$ cat src/rtl/fifo_pkg.sv
// Shared FIFO word definitions for the write-side packer and its neighbours.
package fifo_pkg;

    localparam int FIFO_DW     = 128;
    localparam int FIFO_BEAT_W = 32;

    typedef logic [FIFO_DW-1:0] fifo_word_t;

    // Lane counter width; a single-lane packer still needs a 1-bit counter.
    function automatic int lane_cnt_w(input int ratio);
        return (ratio > 1) ? $clog2(ratio) : 1;
    endfunction

endpackage

$ cat src/rtl/fifo_wr_packer.sv
// Packs DIN_W-bit stream beats into DOUT_W-bit FIFO words through an acc (filling) and hold (awaiting FIFO) stage.
// Optional FIFO_PACKER_ALMFULL_EN: i_alm_full also throttles o_ready.
module fifo_wr_packer
    import fifo_pkg::*;
#(
    parameter int DIN_W  = FIFO_BEAT_W,
    parameter int DOUT_W = FIFO_DW
) (
    input  logic              clk,
    input  logic              rst,
    input  logic              i_valid,
    output logic              o_ready,
    input  logic [DIN_W-1:0]  i_data,
    input  logic              i_last,
    output logic              o_wren,
    output logic [DOUT_W-1:0] o_wrdata,
    input  logic              i_full,
    input  logic              i_alm_full,
    output logic              o_busy
);

    localparam int RATIO = DOUT_W / DIN_W;
    localparam int CNT_W = lane_cnt_w(RATIO);
    localparam logic [CNT_W-1:0] LAST_LANE = CNT_W'(RATIO - 1);

    if (DOUT_W % DIN_W != 0) begin : g_width_chk
        $error("fifo_wr_packer: DOUT_W must be a multiple of DIN_W");
    end

    logic [CNT_W-1:0]  r_lane_cnt;
    logic [DOUT_W-1:0] r_acc;
    logic              r_acc_full;
    logic [DOUT_W-1:0] r_hold;
    logic              r_hold_vld;

    logic              w_accept;
    logic              w_close;
    logic              w_hold_free;
    logic [DOUT_W-1:0] w_merged;

`ifdef FIFO_PACKER_ALMFULL_EN
    always_comb begin
        o_ready = !r_acc_full && !i_alm_full;
    end
`else
    logic w_unused_alm;
    assign w_unused_alm = i_alm_full;

    always_comb begin
        o_ready = !r_acc_full;
    end
`endif

    always_comb begin
        o_wren = r_hold_vld && !i_full;
    end

    assign o_wrdata    = r_hold;
    assign o_busy      = r_hold_vld || r_acc_full || (r_lane_cnt != '0);
    assign w_accept    = i_valid && o_ready;
    assign w_close     = w_accept && (i_last || (r_lane_cnt == LAST_LANE));
    assign w_hold_free = !r_hold_vld || o_wren;

    // Accumulator with the incoming beat dropped into its lane; upper lanes are still zero.
    always_comb begin
        w_merged = r_acc;
        for (int k = 0; k < RATIO; k++) begin
            if (r_lane_cnt == CNT_W'(k)) begin
                w_merged[k*DIN_W +: DIN_W] = i_data;
            end
        end
    end

    always_ff @(posedge clk) begin
        if (rst) begin
            r_lane_cnt <= '0;
            r_acc      <= '0;
            r_acc_full <= 1'b0;
            r_hold     <= '0;
            r_hold_vld <= 1'b0;
        end else begin
            if (w_accept) begin
                r_lane_cnt <= w_close ? '0 : r_lane_cnt + CNT_W'(1);
            end

            // A stalled closed word leaves acc as soon as hold frees up.
            if (r_acc_full) begin
                if (w_hold_free) begin
                    r_acc      <= '0;
                    r_acc_full <= 1'b0;
                end
            end else if (w_accept) begin
                if (!w_close) begin
                    r_acc <= w_merged;
                end else if (w_hold_free) begin
                    r_acc <= '0;
                end else begin
                    r_acc      <= w_merged;
                    r_acc_full <= 1'b1;
                end
            end

            if (r_acc_full && w_hold_free) begin
                r_hold     <= r_acc;
                r_hold_vld <= 1'b1;
            end else if (w_close && w_hold_free) begin
                r_hold     <= w_merged;
                r_hold_vld <= 1'b1;
            end else if (o_wren) begin
                r_hold_vld <= 1'b0;
            end
        end
    end

endmodule

$ cat config.mk
export PLATFORM = sky130hd
export DESIGN_NAME = fifo_wr_packer
export DESIGN_NICKNAME = d
export VERILOG_FILES = /design/src/rtl/fifo_pkg.sv /design/src/rtl/fifo_wr_packer.sv
export SDC_FILE = /design/constraint.sdc
export NUM_CORES = 1
export LEC_CHECK = 0
export BUFFER_PORTS_ARGS = -buffer_cell sky130_fd_sc_hd__buf_4
export CAP_MARGIN = 20
export CORE_MARGIN = 10
export CORE_UTILIZATION = 62
export DETAILED_ROUTE_END_ITERATION = 8
export PLACE_DENSITY = 0.84
export SYNTH_ARGS = -nofsm -noshare
export SYNTH_HDL_FRONTEND = slang
export SYNTH_SLANG_ARGS = --single-unit
$ cat constraint.sdc
create_clock -name clk -period 2.73 [get_ports clk]
set_input_delay 0.1365 -clock clk [delete_from_list [all_inputs] [get_ports clk]]
set_output_delay 0.1365 -clock clk [all_outputs]
set_load 0.005 [all_outputs]
## After elaboration in Yosys (flattened, before gate mapping)

Cells that the tools add are included.

- Bits in registers: 260
- Output and inout port bits: 131
- Bits of input ports: 38
- Logic and storage cells: 47

- Equality and inequality tests: 4
- Reduce and logical (&&, ||, !) cells: 18
- Add/sub/neg operators: 1
- Multiplexer cells: 19

Operators with widths:

| kind | number |
|---|---|
| $mux W128 | 7 |
| $mux W32 | 4 |
| $mux W1 | 7 |
| $reduce_bool A2 Y1 | 3 |
| $logic_and A1 B1 Y1 | 5 |
| $eq A2 B2 Y1 const B | 2 |
| $logic_or A1 B1 Y1 | 4 |
| $logic_not A1 Y1 | 3 |
| $reduce_bool A3 Y1 | 1 |
| $add A2 B1 Y2 const B | 1 |
| $eq A2 B1 Y1 const B | 1 |
| $logic_not A2 Y1 | 1 |
| $mux W2 | 1 |
| $ne A2 B1 Y1 const B | 1 |
| $reduce_and A2 Y1 | 1 |

## Logic depth before layout (Yosys ltp)

- Depth in word-level cells: 7
- Depth in mapped cells: 6
- Mapped depth without buffers: 5

## Least setup slack after synthesis

No wires, ideal clock.

- Kind: register -> register
- Start point: register r_lane_cnt[0]
- End point: register r_hold[1], in the netlist o_wrdata[1]
- Path buffers: 1
- Period minus slack after synthesis: 1.798 ns
- Stages on the path, launching flop included: 6
- Arrival: 1.679 ns
- Setup slack: 0.932 ns
- Cells stage by stage: dfxtp_1 inv_1 ha_1 buf_1 mux2_2 o221a_2

- Longest elaborated chain between the ends: 5
- Elaborated cells between the ends (all ways): 9
- Those cells by class: 1 x eq/ne; 3 x mux; 5 x reduce/logical

RTL lines:

| item | line | RTL |
|---|---|---|
| start, declared | fifo_wr_packer.sv:30 | `logic [CNT_W-1:0] r_lane_cnt;` |
| start signal, assigned | fifo_wr_packer.sv:83 | `r_lane_cnt <= w_close ? '0 : r_lane_cnt + CNT_W'(1);` |
| $eq A2 B2 Y1 | fifo_wr_packer.sv:61 | `assign w_close = w_accept && (i_last \|\| (r_lane_cnt == LAST_LANE));` |
| $logic_or A1 B1 Y1 | fifo_wr_packer.sv:61 |  |
| $logic_and A1 B1 Y1 | fifo_wr_packer.sv:61 |  |
| $logic_and A1 B1 Y1 | fifo_wr_packer.sv:106 | `end else if (w_close && w_hold_free) begin` |
| $reduce_bool A2 Y1 (no line) | -- |  |
| end signal, assigned | fifo_wr_packer.sv:104 | `r_hold <= r_acc;` |
| end signal, assigned | fifo_wr_packer.sv:107 | `r_hold <= w_merged;` |
| end, declared | fifo_wr_packer.sv:33 | `logic [DOUT_W-1:0] r_hold;` |

Several ways; a longest one is shown, not always the timed one. The select of a mux whose other input is x is not followed.
A chain may end at the register's enable or synchronous reset.

## Final worst setup path

- Start point: register r_lane_cnt[0]
- End point: register r_hold[125], in the netlist o_wrdata[125]

- Longest elaborated chain between the ends: 5
- Elaborated cells between the ends (all ways): 8
- Those cells by class: 1 x eq/ne; 3 x mux; 4 x reduce/logical

RTL lines:

| item | line |
|---|---|
| $eq A2 B2 Y1 (*) | fifo_wr_packer.sv:61, fifo_wr_packer.sv:68 |
| $logic_or A1 B1 Y1 | fifo_wr_packer.sv:61 |
| $logic_and A1 B1 Y1 | fifo_wr_packer.sv:61 |
| $logic_and A1 B1 Y1 | fifo_wr_packer.sv:106 |
| $reduce_bool A2 Y1 (no line) | -- |

Mark *: on every way between the ends. The rest lies on a longest branch, timed or not. The select of a mux whose other input is x is not followed.

==> flow_summary.ini <==
[run_status]
outcome = finished, final reports clean

[yosys]
synth_top_family_by_area = compound AO/OA/AOI/OAI gates
syn-instance-count = 1328
ys_ff_latch = 260
syn-num-nets = 1374
syn_area_per_cell_um2 = 9.07
yosysWarnings = 0
yosys.area.top_type_share = 0.432
synth_adder_area_share = 0.00831
synthTopCellsByArea = dfxtp_1 43%, mux2_2 12%, a21oi_1 11%
yosysMostFrequentCell = dfxtp_1
yosysTopAreaCell = dfxtp_1
ys.flop_type = dfxtp_1
synthSimpleGateAreaFrac = 0.112
synth_compound_area_frac = 0.230
synth.distinct_cells = 25
synth-edff-count = 0
synth-xor-area-share = 0
synth-seq-area-share = 0.432
yosys-top-cells-count = 260 x dfxtp_1, 259 x a21oi_1, 258 x nand3_1, 131 x inv_1, 128 x mux2_2
muxShareOfSynthArea = 0.120
synthArstFlopShare = 0
syn-cell-area_um2 = 12100

[place]
dp_hpwl_mm = 21.2
io_buffers = 167
globalplace.congestion = 0.820
dpl-instance-area_um2 = 13300
post-place-ws_ns = 0.614
dp_cells = 1638

[global_routing]
grt_pass1_wl_mm = 56.8
grt_max_degree = 131
gr-total-overflow = 0
grt_pass1_vias = 10500
grtUsageTotal = 0.264
antenna_found_initial = 2

[routing]
wire_per_inst_um = 21.6
met3_length_mm = 3.89
drtIter0Drc = 1318
top_layer = met5
drt_pass1_iterations = 6
num_vias = 11000
drc = 0
wl_met1_mm = 15.2
wl_met2_mm = 16.4
wl_mm = 36.4
via_per_inst = 6.52
postRouteAntennaNets = 0

[power]
leakage_nw = 5.33
p_total_mw = 8.62
p_per_area_nw_per_um2 = 609
max-vdd-ir-drop_v = 0.000454

[timing]
hold-worst-slack_ns = 0.0828
setup_tns_ns = 0
fin_worst_skew_ns = 0.00905
worst_pin_slew_ns = 0.763
setup-violations-final = 0
rsz0062_at_grt = false
maxSlewHeadroom = 0.492
finalCritPeriodShare = 0.812
hold_violations = 0
worst_slack_ns = 0.513
max_freq_ghz = 0.451
maxSlewViolCount = 0
min_period_ns = 2.22

[setup_path]
rr_startpoint = r_lane_cnt[0]
cp.arrival_ns = 2.68
critPathTopFamily = simple AND/OR/NAND/NOR gates
slowest_stage = or2_4
critPathKind = reg -> reg
worstPathCellList = ha_1 -> o2bb2ai_4 -> or2_4 -> buf_12 -> o221a_2
worst_setup_path_start_kind = flop
reg2reg_depth = 5
ff2ff_setup_slack_ns = 0.51
cp.required_ns = 3.20
worst-path-buf-inv = 1
critPathMaxStageDelay_ns = 0.48
r2r_end = o_wrdata[125]
end_kind = flop
crit_path_max_fanout = 94

[worst_hold_path]
hp-start = i_data[31]
whs_path_depth = 3
hold_path.class = in -> reg
min_to = o_wrdata[127]

[layout]
diodes = 0
nNetsFinal = 1454
final_area_um2 = 14200
layout.cells.non_filler = 1683
drive_gt1_frac = 0.290
ff_latch_area_um2 = 5200
multiInputGateArea_um2 = 5740
nFillCells = 1348
finish.utilization = 0.750
area.growth.synth_to_final_pct = 17.5

[floorplanning]
rows = 50
die_y_um = 159
core_um2 = 18900
fp.dieW_um = 159
die_area_um2 = 25400
start_util = 0.638
io_pins = 169

[clock_network]
cts-resized-gates = 0
cts_buffers = 26
clk_pin_slew_ns = 0.06
cts_max_path_buffers = 3
clock_sinks = 260
htree_levels = 1
root_buffer = clkbuf_16
cts_tree = yes
clk_latency_ns = 0.53

[flow_run]
maxCapViolations = 0
## kinds of logic (layout without fill, tap and decap cells)
| group | count (synthesis) | count (layout) |
|---|---|---|
| AO/OA/AOI/OAI | 392 | 392 |
| buffers and inverters | 271 | 366 |
| AND/OR/NAND/NOR | 269 | 269 |
| flip-flops | 260 | 260 |
| multiplexers | 128 | 128 |
| adder cells (fa/ha/maj) | 8 | 8 |
## worst max-delay path by stage
stage | startpoint | end | slack, ns | depth (start not counted)
after floorplan | r_lane_cnt[0] | o_wrdata[1] | 0.93 | 5
after global placement | r_lane_cnt[0] | o_wrdata[33] | 0.64 | 5
after detailed placement | r_lane_cnt[0] | o_wrdata[14] | 0.61 | 5
after CTS | r_lane_cnt[0] | o_wrdata[21] | 0.57 | 5
after global routing | r_lane_cnt[0] | o_wrdata[14] | 0.43 | 5
final | r_lane_cnt[0] | o_wrdata[125] | 0.51 | 5
## power breakdown
group / internal [mW] / switching, mW / total [mW]
Clock: 2.00 / 1.47 / 3.48
Combinational: 0.484 / 0.582 / 1.07
Sequential: 3.96 / 0.118 / 4.08
Total: 6.45 / 2.17 / 8.62
## cell usage in the layout, fill, tap and decap left out, drive strengths merged
| master | instances |
|---|---|
| a21bo | 1 |
| a21boi | 2 |
| a21oi | 259 |
| and2 | 1 |
| buf | 189 |
| bufinv | 1 |
| clkbuf | 41 |
| clkinv | 2 |
| dfxtp | 260 |
| dlygate4sd3 | 2 |
| ha | 8 |
| inv | 131 |
| mux2 | 128 |
| nand2 | 3 |
| nand2b | 1 |
| nand3 | 258 |
| nand3b | 1 |
| nor2 | 1 |
| nor2b | 2 |
| nor3 | 1 |
| o21ai | 1 |
| o221a | 128 |
| o2bb2ai | 1 |
| or2 | 1 |
## sequential cells by signal (all words and copies together) (netlist names)
| signal | flops |
|---|---|
| o_wrdata | 128 |
| r_acc | 128 |
| r_acc_full | 1 |
| r_hold_vld | 1 |
| r_lane_cnt | 2 |
## worst min-delay path: stages
cell     delay (ns)
buf_4          0.11
mux2_2         0.16
o221a_2        0.17
## metal layers
layer | global-route usage | vias to the layer above
met5 | 0 | -
met4 | 0.0767 | 4
met3 | 0.0754 | 83
met2 | 0.411 | 568
met1 | 0.348 | 5362
li1 | - | 4961
## area by class of cell
cell class	count	share of cell area
timing repair buffer	192	0.113
clock buffer	40	0.0540
inverter	131	0.0347
clock inverter	3	0.00283
multi-input combinational	797	0.405
tap	260	0.0230
sequential	260	0.367
## what timing repair did
item                      CTS  global route
buffers inserted            0             0
hold buffers                2             0
hold endpoints to repair    4             0
(Power assumes the default switching activity.)
